**config.mk**
```make
export PLATFORM = sky130hd
export DESIGN_NAME = alu_seq
export DESIGN_NICKNAME = d
export VERILOG_FILES = /design/src/rtl/alu_pkg.sv /design/src/rtl/alu_seq_decode.sv /design/src/rtl/alu_seq.sv
export SDC_FILE = /design/constraint.sdc
export NUM_CORES = 1
export LEC_CHECK = 0
export ABC_CLOCK_PERIOD_IN_PS = 1400
export CORE_ASPECT_RATIO = 1.1
export CORE_MARGIN = 5
export CORE_UTILIZATION = 40
export CTS_BUF_LIST = sky130_fd_sc_hd__clkbuf_4 sky130_fd_sc_hd__clkbuf_8 sky130_fd_sc_hd__clkbuf_16
export CTS_CLUSTER_DIAMETER = 40
export DETAILED_ROUTE_END_ITERATION = 8
export DONT_BUFFER_PORTS = 1
export SYNTH_ARGS = -nofsm -noshare
export SYNTH_HDL_FRONTEND = slang
export SYNTH_SLANG_ARGS = --single-unit
```
**constraint.sdc**
```tcl
create_clock -name clk -period 1.4 [get_ports clk]
set_input_delay 0.28 -clock clk [delete_from_list [all_inputs] [get_ports clk]]
set_output_delay 0.28 -clock clk [all_outputs]
set_load 0.005 [all_outputs]
```
**src/rtl/alu_pkg.sv**
```systemverilog
// Shared definitions for the ALU control sequencer: field widths, op codes,
// state encoding, strobe bundle and op classification helpers.
package alu_pkg;

    localparam int SEL_W = 4;
    localparam int OP_W  = 5;

    localparam logic [OP_W-1:0] OP_ADD = 5'd0;
    localparam logic [OP_W-1:0] OP_SUB = 5'd1;
    localparam logic [OP_W-1:0] OP_AND = 5'd2;
    localparam logic [OP_W-1:0] OP_OR  = 5'd3;
    localparam logic [OP_W-1:0] OP_SHR = 5'd4;
    localparam logic [OP_W-1:0] OP_SHL = 5'd5;
    localparam logic [OP_W-1:0] OP_ROR = 5'd6;
    localparam logic [OP_W-1:0] OP_ROL = 5'd7;
    localparam logic [OP_W-1:0] OP_NEG = 5'd8;
    localparam logic [OP_W-1:0] OP_NOT = 5'd9;

    typedef enum logic [2:0] {
        ST_IDLE   = 3'd0,
        ST_T_RA   = 3'd1,
        ST_T_RB   = 3'd2,
        ST_T_WB   = 3'd3,
        ST_T_DONE = 3'd4
    } state_t;

    typedef struct packed {
        logic             busy;
        logic             done;
        logic             bus_src_en;
        logic [SEL_W-1:0] bus_src_sel;
        logic             y_in;
        logic             z_in;
        logic             z_out;
        logic             reg_wr_en;
        logic [SEL_W-1:0] reg_wr_sel;
        logic [OP_W-1:0]  alu_op;
    } strobe_t;

    function automatic logic is_legal(input logic [OP_W-1:0] op);
        return (op <= OP_NOT);
    endfunction

    // Unary ops take their single operand from the B slot and skip the Y load.
    function automatic logic is_unary(input logic [OP_W-1:0] op);
        return (op == OP_NEG) || (op == OP_NOT);
    endfunction

endpackage

```
**src/rtl/alu_seq_decode.sv**
```systemverilog
// Combinational T-state to datapath strobe table for the ALU sequencer.
module alu_seq_decode
    import alu_pkg::*;
(
    input  state_t           state,
    input  logic [OP_W-1:0]  op,
    input  logic [SEL_W-1:0] ra,
    input  logic [SEL_W-1:0] rb,
    input  logic [SEL_W-1:0] rd,
    output strobe_t          strb
);

    // Strobe table: everything idles at zero, each T-state raises its own set.
    always_comb begin
        strb = '0;
        case (state)
            ST_IDLE: begin
                strb = '0;
            end
            ST_T_RA: begin
                strb.busy        = 1'b1;
                strb.bus_src_en  = 1'b1;
                strb.bus_src_sel = ra;
                strb.y_in        = 1'b1;
            end
            ST_T_RB: begin
                strb.busy        = 1'b1;
                strb.bus_src_en  = 1'b1;
                strb.bus_src_sel = rb;
                strb.alu_op      = op;
                strb.z_in        = 1'b1;
            end
            ST_T_WB: begin
                strb.busy       = 1'b1;
                strb.z_out      = 1'b1;
                strb.reg_wr_en  = 1'b1;
                strb.reg_wr_sel = rd;
            end
            ST_T_DONE: begin
                strb.busy = 1'b1;
                strb.done = 1'b1;
            end
            default: begin
                strb = '0;
            end
        endcase
    end

endmodule

```
**src/rtl/alu_seq.sv**
```systemverilog
// Multi-cycle control sequencer for the shared-bus ALU datapath. Outputs are
// registered from the decoded next state so they change only on clock edges.
module alu_seq
    import alu_pkg::*;
(
    input  logic             clk,
    input  logic             clr,
    input  logic             start,
    input  logic [OP_W-1:0]  op,
    input  logic [SEL_W-1:0] ra_sel,
    input  logic [SEL_W-1:0] rb_sel,
    input  logic [SEL_W-1:0] rd_sel,
    output logic             busy,
    output logic             done,
    output logic             err,
    output logic             bus_src_en,
    output logic [SEL_W-1:0] bus_src_sel,
    output logic             y_in,
    output logic             z_in,
    output logic             z_out,
    output logic             reg_wr_en,
    output logic [SEL_W-1:0] reg_wr_sel,
    output logic [OP_W-1:0]  alu_op
);

    state_t           state_r;
    state_t           state_next_s;
    logic [OP_W-1:0]  op_r;
    logic [OP_W-1:0]  op_next_s;
    logic [SEL_W-1:0] ra_r;
    logic [SEL_W-1:0] ra_next_s;
    logic [SEL_W-1:0] rb_r;
    logic [SEL_W-1:0] rb_next_s;
    logic [SEL_W-1:0] rd_r;
    logic [SEL_W-1:0] rd_next_s;
    logic             err_r;
    logic             err_next_s;
    strobe_t          strb_r;
    strobe_t          strb_next_s;

    // Next-state and field-latch logic; requests are only looked at in IDLE.
    always_comb begin
        state_next_s = state_r;
        op_next_s    = op_r;
        ra_next_s    = ra_r;
        rb_next_s    = rb_r;
        rd_next_s    = rd_r;
        err_next_s   = 1'b0;
        case (state_r)
            ST_IDLE: begin
                if (start) begin
                    if (is_legal(op)) begin
                        op_next_s    = op;
                        ra_next_s    = ra_sel;
                        rb_next_s    = rb_sel;
                        rd_next_s    = rd_sel;
                        state_next_s = is_unary(op) ? ST_T_RB : ST_T_RA;
                    end else begin
                        err_next_s = 1'b1;
                    end
                end else begin
                    state_next_s = ST_IDLE;
                end
            end
            ST_T_RA:   state_next_s = ST_T_RB;
            ST_T_RB:   state_next_s = ST_T_WB;
            ST_T_WB:   state_next_s = ST_T_DONE;
            ST_T_DONE: state_next_s = ST_IDLE;
            default:   state_next_s = ST_IDLE;
        endcase
    end

    alu_seq_decode u_decode (
        .state (state_next_s),
        .op    (op_next_s),
        .ra    (ra_next_s),
        .rb    (rb_next_s),
        .rd    (rd_next_s),
        .strb  (strb_next_s)
    );

    // State, latched fields and output registers; clr aborts any operation.
    always_ff @(posedge clk) begin
        if (!clr) begin
            state_r <= ST_IDLE;
            op_r    <= '0;
            ra_r    <= '0;
            rb_r    <= '0;
            rd_r    <= '0;
            err_r   <= 1'b0;
            strb_r  <= '0;
        end else begin
            state_r <= state_next_s;
            op_r    <= op_next_s;
            ra_r    <= ra_next_s;
            rb_r    <= rb_next_s;
            rd_r    <= rd_next_s;
            err_r   <= err_next_s;
            strb_r  <= strb_next_s;
        end
    end

    assign busy        = strb_r.busy;
    assign done        = strb_r.done;
    assign err         = err_r;
    assign bus_src_en  = strb_r.bus_src_en;
    assign bus_src_sel = strb_r.bus_src_sel;
    assign y_in        = strb_r.y_in;
    assign z_in        = strb_r.z_in;
    assign z_out       = strb_r.z_out;
    assign reg_wr_en   = strb_r.reg_wr_en;
    assign reg_wr_sel  = strb_r.reg_wr_sel;
    assign alu_op      = strb_r.alu_op;

endmodule
```
==> parameters.txt, run 1 <==
Parameter                              Value

Yosys
  Leading post-synthesis cells by cell area ... dfxtp_1, mux2i_1, nor2_1
  Main combinational cell family by area after synthesis ... simple AND/OR/NAND/NOR gates
  Complex-gate fraction of the synthesized area ... 0.06327
  Adder-Cell Fraction of Synth Area ... 0
  Mux cell area share after synthesis ... 0.08980
  Net count of the mapped netlist ... 136
  Synthesized area per cell ... 10.57 µm²
  XOR/XNOR Fraction of Synth Area ... 0
  Number of distinct library cells after synthesis ... 26
  Cell type contributing the most total cell area after synthesis ... dfxtp_1
  Proportion of synthesized chip area in sequential cells ... 0.5878
  Basic-gate share of the synthesized area counting and, or, nand and nor cells ... 0.2061
  Proportion of netlist area held by the largest area contributor ... 0.5878
  Post-synth design cell area ... 0.001226 mm²
  Synth warnings ... 0
  Number of register bits inferred by synthesis ... 36
  Syn Inst Count ... 116

Floorplanning
  Effective utilization at floorplan ... 0.4094
  Top-level port count ... 41
  Placeable Area ... 0.002995 mm²
  Die ar. ... 0.004274 mm²
  Die Y ... 68.07 µm
  Count of standard-cell rows ... 21
  Die X ... 62.79 µm

Timing
  Worst hold slack ... 52.32 ps
  Peak clock frequency supported by timing ... 762.5 MHz
  Final period demand of the worst path ... 1311 ps
  Final Slew Violations ... 0
  Slew at the pin closest to its max-slew limit ... 364.1 ps
  Share of the cycle needed by the critical path after routing ... 0.9368
  Relative slew slack ... 0.7570
  Clock Skews ... 3.041 ps
  Final setup viols ... 0
  Count of endpoints failing hold in the final timing report ... 0

Global route
  Number of antenna violations at the first check in global routing ... 0
  Total global routing overflow ... 0
  Overall fraction of global-route tracks in use ... 0.1205
  Maximum number of pins on one net before global-route repair ... 13
  Via count of the first global-routing pass ... 827
  Global-route wire length before repair ... 3.815 mm

Drt
  DRC ... 0
  Detailed Route WL ... 2.377 mm
  Drt first-iter violations ... 36
  Via count ... 811
  Routed vias/inst ... 4.975
  Avg WL per Cell ... 14.58 µm
  First drt pass iteration count ... 2
  Antenna viol nets, final ... 0

Final layout
  Net count of the finished layout ... 148
  Highest-count cells in the layout ignoring fill and taps ... dfxtp_1, nor2_1, mux2i_1, buf_4, nand2_1
  ANT cells ... 0
  Most common cell after layout, fill and taps aside ... dfxtp_1
  Filler Cell Count ... 281
  Synthesis-to-finish area growth ... 13.57%
  Post-route insts no fill ... 163
  Fraction of layout instances using a drive strength above 1 ... 0.2171

Clocking
  Number of buffers added by the clock tree synthesis step ... 5
  Clock-pin slew on the worst setup and hold paths ... 110 ps
  Root cell of the clock tree ... clkbuf_4
  Sinks on the clock net ... 36
  CTS tree ... built
  Htree depth ... 2
  Hold_buf cts ... 0
  Clock network latency to the later pin of the worst-skew pair ... 330 ps
  Worst-case clock buffer depth ... 2

Worst setup path
  Worst Path Class, Setup ... reg -> reg
  Largest driver fanout on the critical path ... 9
  Crit path max-delay family ... simple AND/OR/NAND/NOR gates
  Reg-to-reg setup timing slack ... 90 ps
  Buffer and inverter count on the worst path ... 1
  Required time at the worst-slack endpoint ... 1670 ps
  Critical path data arrival time ... 1580 ps
  Crit start category ... register
  Critical R2R Launch ... state_r[1]
  Setup crit end kind ... register
  Slowest cell on the critical path ... or3_1
  Biggest cell delay along the critical path ... 540 ps
  CP Cell Sequence ... buf_4, or3_1, o21ai_1
  Crit path launch ... state_r[1]

Pwr
  Leakage Power ... 0.0006236 µW
  IR drop worst, VDD ... 0.0006729 V
  Total power per unit cell area ... 1322 mW/mm²

Place
  Port buffer count ... 0
  Sum of net half-perimeters after detailed placement ... 1.779 mm
  Number of instances in the placed design ... 152
  GP Congestion ... 0.7855

Min path
  Worst min-delay path category ... in -> reg
  Startpoint of the lowest-slack hold path ... ra_sel[3]

Run
  Max capacitance violation total ... 0

Run status
  Run status ... completed
metrics by stage:
step	setup TNS (ps)	total power [µW]	worst slack [ps]	util	cell area, µm²
after floorplan	0	1213	98.67	-	1226
after global placement	0	1242	67.07	0.4311	1291
after detailed placement	0	1246	45.25	0.4311	1291
after CTS	0	1840	43.65	0.4532	1358
after global routing	-8.637	1930	-4.418	0.4649	1393
final	0	1842	88.53	0.4649	1393
report_power, final:
| group | internal [µW] | switching (µW) | total (µW) |
|---|---|---|---|
| clock network | 265 | 340 | 605 |
| registers | 1060 | 17.4 | 1080 |
| logic | 79.4 | 81.7 | 161 |
state kept, by name, summed over array words and instances (netlist names):
name	cells
err	1
z_in	1
bus_src_sel	4
bus_src_en	1
alu_op	5
reg_wr_sel	4
rd_r	4
rb_r	4
z_out	1
y_in	1
op_r	5
state_r	3
done	1
busy	1
routing by layer:
metal  track usage  up-vias  share of wire  wire length (µm)
li1              -      403              -                 -
met5             0        -              0                 0
met1        0.1158      377           0.40               958
met3       0.07553        4          0.095               226
met2        0.1982       27           0.49              1157
met4       0.07162        0          0.014                34
layout make-up:
type | instances | area [µm²] | area share
tap | 34 | 42.54 | 0.03055
timing repair buffer | 11 | 95.09 | 0.06828
clock inverter | 1 | 7.507 | 0.005391
clock buffer | 7 | 58.81 | 0.04223
multi-input combinational | 70 | 452.9 | 0.3252
inverter | 4 | 15.01 | 0.01078
sequential | 36 | 720.7 | 0.5175
final timing paths:
path / endpoint / cells past startpoint
min: bus_src_sel[3] / 2
min reg2reg: op_r[1] / 2
max reg2reg: bus_src_sel[1] / 3
max: bus_src_sel[1] / 3
synthesized netlist by cell type:
cell,n
nor2b_4,1
nor4b_2,1
o21ai_0,1
a31oi_2,1
dfxtp_1,36
clkbuf_1,1
clkbuf_2,1
nor3_4,1
buf_4,1
nor3_1,1
o21ai_2,1
nand2_1,8
mux2i_1,11
and3_1,1
nor2_1,26
a21oi_1,3
nand2b_1,4
a31o_2,1
buf_6,3
and4b_2,1
or3_1,1
inv_1,4
nor4b_1,1
nand3_4,1
o21ai_1,4
o21a_1,1
cells by family (layout without fill, tap and decap cells):
logic type | Yosys count | after routing
AOI/OAI and AO/OA | 12 | 12
buffers and inverters | 10 | 23
DFF | 36 | 36
muxes | 11 | 11
and+or+nand+nor | 47 | 47
what timing repair did:
action	4_1_cts	5_1_grt
setup endpoints to repair	0	15
hold endpoints to repair	0	0
setup buffers	0	3
resized for setup	0	2
Power figures use the tool's default switching activity.
==> inputs of run 2 (changes only) <==
CORE_MARGIN = 2   (was 5)
CORE_UTILIZATION = 53   (was 40)
GPL_TIMING_DRIVEN = 0   (was unset)
PLACE_DENSITY = 0.71   (was unset)
==> run 2 against run 1 <==
Net effect:
- sequential power about the same
- largest cell class unchanged
- register-to-register slack worse by 30 ps
- clock skew up 4.0 ps
- non-clock buffer count up 2
- hold slack worse by 19 ps
- worst setup slack worse by 34 ps
- highest routed layer unchanged
- via count up 1.8%
- flip-flop and latch count unchanged
- fmax down 2.5%
==> parameters.txt, run 2 (synthesis gave the netlist of run 1 again) <==
Parameter                              Value

Run status
  Run status ... completed

Worst setup path
  Critical R2R Launch ... state_r[2]
  Largest driver fanout on the critical path ... 6
  Worst flop-to-flop path endpoint ... alu_op[2]
  Reg-to-reg setup timing slack ... 50 ps
  Register-to-Register Path Depth ... 5
  Setup crit end kind ... register
  Required time at the worst-slack endpoint ... 1670 ps
  Crit start category ... register
  Critical path data arrival time ... 1620 ps
  Worst Path Class, Setup ... reg -> reg

Floorplanning
  Count of standard-cell rows ... 18
  Placeable Area ... 0.002230 mm²
  Die ar. ... 0.002715 mm²
  Top-level port count ... 41
  Effective utilization at floorplan ... 0.5499
  Die X ... 49.86 µm
  Die Y ... 54.45 µm

Global route
  Maximum number of pins on one net before global-route repair ... 11
  Global-route wire length before repair ... 3.353 mm
  Overall fraction of global-route tracks in use ... 0.1802
  Number of antenna violations at the first check in global routing ... 0
  Total global routing overflow ... 0
  Via count of the first global-routing pass ... 759

Final layout
  Synthesis-to-finish area growth ... 17.75%
  Most common cell after layout, fill and taps aside ... dfxtp_1
  ANT cells ... 0
  Fraction of layout instances using a drive strength above 1 ... 0.3000
  Net count of the finished layout ... 150
  Filler Cell Count ... 188
  Final core utilization ... 0.6476
  Final instance area ... 0.001444 mm²
  Highest-count cells in the layout ignoring fill and taps ... dfxtp_1, nor2_1, nand2_1

Timing
  Share of the cycle needed by the critical path after routing ... 0.9613
  Relative slew slack ... 0.7060
  Final setup viols ... 0
  Final period demand of the worst path ... 1346 ps
  Unrepaired setup endpoints after global routing ... true
  Setup slack after layout ... 54.22 ps
  Worst hold slack ... 33.79 ps
  Clock Skews ... 7.041 ps
  Slew at the pin closest to its max-slew limit ... 438.1 ps
  Count of endpoints failing hold in the final timing report ... 0
  Peak clock frequency supported by timing ... 743.1 MHz
  Final Slew Violations ... 0

Drt
  DRC ... 0
  Avg WL per Cell ... 14.03 µm
  Detailed Route WL ... 2.244 mm
  Routed vias/inst ... 5.163
  Drt first-iter violations ... 11
  Via count ... 826
  First drt pass iteration count ... 4
  Antenna viol nets, final ... 0

Clocking
  Sinks on the clock net ... 36
  Number of buffers added by the clock tree synthesis step ... 5
  Clock network latency to the later pin of the worst-skew pair ... 330 ps
  CTS tree ... built
  Htree depth ... 2
  Root cell of the clock tree ... clkbuf_4
  Clock-pin slew on the worst setup and hold paths ... 100 ps
  Worst-case clock buffer depth ... 2
  Hold_buf cts ... 0

Pwr
  IR drop worst, VDD ... 0.0008494 V
  Total power per unit cell area ... 1227 mW/mm²
  Leakage Power ... 0.0006156 µW

Min path
  Worst min-delay path category ... in -> reg
  Number of cells on the worst hold path ... 1
  Startpoint of the lowest-slack hold path ... op[3]
  Worst Hold End ... y_in

Place
  Minimum setup slack after placement ... -33.82 ps
  Sum of net half-perimeters after detailed placement ... 1.477 mm
  Placed Area ... 0.001264 mm²
  Port buffer count ... 0
  GP Congestion ... 0.7637

Run
  Max capacitance violation total ... 0
[run 2: cell count changes in the layout (fill, tap and decap cells not counted), moves of 2 or more]
cell and change:
buf_6 +4, buf_4 -4, o21ai_1 -3, o21ai_2 +3, mux2i_2 +4, dfxtp_1 -2, mux2i_1 -5
[run 2: layout make-up]
cell class | count | area (µm²) | area share
Clock inverter | 1 | 5.005 | 0.003466
Tap cell | 30 | 37.54 | 0.02600
Multi-Input combinational cell | 70 | 496.7 | 0.3440
Sequential cell | 36 | 725.7 | 0.5026
Inverter | 4 | 15.01 | 0.01040
Clock buffer | 6 | 45.04 | 0.03120
Timing Repair Buffer | 7 | 62.56 | 0.04333
Buffer | 6 | 56.30 | 0.03899
[run 2: how the worst max path moves through the flow]
| stage | slack, ps | end | startpoint |
|---|---|---|---|
| finish | 50 | alu_op[2] | state_r[2] |
| CTS | 10 | bus_src_sel[2] | state_r[2] |
| global route | -20 | bus_src_sel[2] | state_r[1] |
| global placement | -20 | rd_r[0] | op[2] |
| detailed placement | -30 | op_r[2] | op[2] |
| floorplan | 100 | op_r[1] | state_r[1] |
[run 2: metal layers]
layer	global-route usage	wire, µm
met5	0	0
met4	0.1389	58
met3	0.07377	150
met2	0.3022	1112
met1	0.1831	923
[run 2: power by group]
group	switching (µW)	leakage (µW)	internal (µW)
clock network	312	0.0000315	204
registers	18.5	0.000293	1060
logic	89.8	0.000291	90.1
total	420	0.000616	1350
[run 2: per-stage QoR]
step / std cells / total power [µW] / TNS [ps]
after detailed placement: 146 / 1237 / -200.3
after global placement: 146 / 1232 / -50.61
after CTS: 154 / 1753 / 0
after floorplan: 116 / 1213 / 0
after global routing: 160 / 1852 / -89.01
final: 160 / 1771 / 0
[run 2: critical path: stages, from the launching register on]
cell	delay (ps)
dfxtp_4	370
nand2b_1	150
buf_6	130
or3_4	370
buf_2	160
nor2_1	120
[run 2: what timing repair did]
item                       4_1_cts  5_1_grt
hold endpoints to repair         0        0
pin swaps                        0        1
setup buffers                    1        5
gates cloned                     0        1
setup endpoints to repair       16       22
resized for setup                3       15
==> inputs of run 3 (changes only) <==
CELL_PAD_IN_SITES_DETAIL_PLACEMENT = 1   (was unset)
CELL_PAD_IN_SITES_GLOBAL_PLACEMENT = 2   (was unset)
CORE_UTILIZATION = 32   (was 53)
PLACE_DENSITY = unset   (was 0.71)
PLACE_DENSITY_LB_ADDON = 0.1   (was unset)
SKIP_CTS_REPAIR_TIMING = 1   (was unset)
==> run 3 against run 2 <==
Net effect:
- count of clock-buffer cells in the layout is the same
- register-to-register slack about the same
- non-clock buffer count is 1 lower
- critical path depth stayed put
- wire length up 18%
- critical path type unchanged
- largest cell class unchanged
==> parameters.txt, run 3 (synthesis gave the netlist of run 1 again) <==
Parameter                              Value

Run status
  Run status ... completed

Pwr
  IR drop worst, VDD ... 0.0004871 V
  Switching power total ... 464.2 µW
  Share of total power in the clock network ... 0.419
  Fraction of power spent switching nets ... 0.2154
  Relative contribution of combinational cells to total power ... 0.082
  Internal Power ... 1691 µW
  Leakage Power ... 0.0006524 µW
  Total power per unit cell area ... 1435 mW/mm²
  Sequential Power Share ... 0.499

Timing
  Count of endpoints failing hold in the final timing report ... 0
  Final Slew Violations ... 0
  Slew at the pin closest to its max-slew limit ... 433.5 ps
  Final setup viols ... 0
  Relative slew slack ... 0.7098
  Final period demand of the worst path ... 1337 ps
  Peak clock frequency supported by timing ... 748.2 MHz
  Share of the cycle needed by the critical path after routing ... 0.9547
  Clock Skews ... 4.378 ps
  Worst hold slack ... 95.55 ps

Drt
  Via count ... 822
  First drt pass iteration count ... 4
  Drt first-iter violations ... 61
  DRC ... 0
  Avg WL per Cell ... 14.69 µm
  Antenna viol nets, final ... 0
  Detailed Route WL ... 2.644 mm
  Routed vias/inst ... 4.567

Floorplanning
  Die ar. ... 0.004343 mm²
  Effective utilization at floorplan ... 0.3355
  Count of standard-cell rows ... 23
  Die X ... 63.02 µm
  Top-level port count ... 41
  Die Y ... 68.92 µm
  Placeable Area ... 0.003655 mm²

Clocking
  Clock network latency to the later pin of the worst-skew pair ... 280 ps
  Sinks on the clock net ... 36
  CTS tree ... built
  Worst-case clock buffer depth ... 2
  Htree depth ... 2
  Clock-pin slew on the worst setup and hold paths ... 70 ps
  Number of buffers added by the clock tree synthesis step ... 5
  Root cell of the clock tree ... clkbuf_8

Final layout
  Synthesis-to-finish area growth ... 22.45%
  Net count of the finished layout ... 149
  Final instance area ... 0.001501 mm²
  ANT cells ... 0
  Most common cell after layout, fill and taps aside ... dfxtp_1
  Filler Cell Count ... 433
  Highest-count cells in the layout ignoring fill and taps ... dfxtp_1, nor2_1, mux2i_1
  Fraction of layout instances using a drive strength above 1 ... 0.2692

Worst setup path
  Setup crit end kind ... register
  Crit path top cell by count ... buf_6
  Crit path max-delay family ... simple AND/OR/NAND/NOR gates
  Biggest cell delay along the critical path ... 400 ps
  Required time at the worst-slack endpoint ... 1620 ps
  CP Cell Sequence ... nand2b_4, buf_6, or3_4, buf_6, o21ai_1
  Critical path data arrival time ... 1560 ps
  Crit start category ... register
  Slowest cell on the critical path ... or3_4
  Worst Path Class, Setup ... reg -> reg
  Buffer and inverter count on the worst path ... 2
  Largest driver fanout on the critical path ... 7

Place
  Port buffer count ... 0
  Placed Area ... 0.001289 mm²
  Sum of net half-perimeters after detailed placement ... 1.839 mm
  GP Congestion ... 0.6832

Global route
  Met1 usage ... 0.1370
  GR Layer Usage met3 ... 0.04870
  Total global routing overflow ... 0
  Maximum number of pins on one net before global-route repair ... 12
  Global-route wire length before repair ... 4.036 mm
  GR met2 Demand/Resource ... 0.2114
  Overall fraction of global-route tracks in use ... 0.1246
  Most Crowded Layer GR ... met2
  Number of antenna violations at the first check in global routing ... 0
  Via count of the first global-routing pass ... 822

Min path
  Worst min-delay path category ... in -> reg

Run
  Max capacitance violation total ... 0
-- run 3: final timing paths --
path | startpoint | endpoint | slack (ps) | cells after the start
worst min-delay path | op[3] | y_in | 100 | 1
worst max register to register | state_r[2] | bus_src_sel[1] | 60 | 5
worst min register to register | state_r[2] | alu_op[4] | 460 | 1
worst max-delay path | state_r[2] | bus_src_sel[1] | 60 | 5
-- run 3: power by group through the flow --
stage                     registers (µW)  logic, µW  clock network (µW)
after global routing                1080        194                 977
after floorplan                     1090        118                   0
after global placement              1100        141                   0
final                               1070        176                 904
after CTS                           1080        146                 937
after detailed placement            1100        146                   0
-- run 3: layout make-up --
class	count	area [µm²]	area share
plain buffers	6	56.30	0.03750
clock buffers	6	76.32	0.05083
clock inverters	2	35.03	0.02333
inverters	4	15.01	0.01000
multi-input cells	70	475.5	0.3167
flip-flops and latches	36	725.7	0.4833
well taps	50	62.56	0.04167
repair buffers	6	55.05	0.03667
-- run 3: per-stage QoR --
stage	setup TNS (ps)	setup WS, ps	util	cells	power [µW]
2_1_floorplan	0	98.67	-	116	1213
3_3_place_gp	-1249	-119.0	0.3526	166	1239
3_5_place_dp	-1330	-140.5	0.3526	166	1245
4_1_cts	-1430	-156.3	0.3831	174	2159
5_1_grt	-2.963	-2.177	0.4108	180	2250
6_report	0	63.43	0.4108	180	2155
-- run 3: per-layer routing --
| layer | up-vias | share of wire |
|---|---|---|
| li1 | 403 | - |
| met1 | 386 | 0.44 |
| met2 | 28 | 0.48 |
| met3 | 5 | 0.056 |
| met4 | 0 | 0.016 |
| met5 | - | 0 |
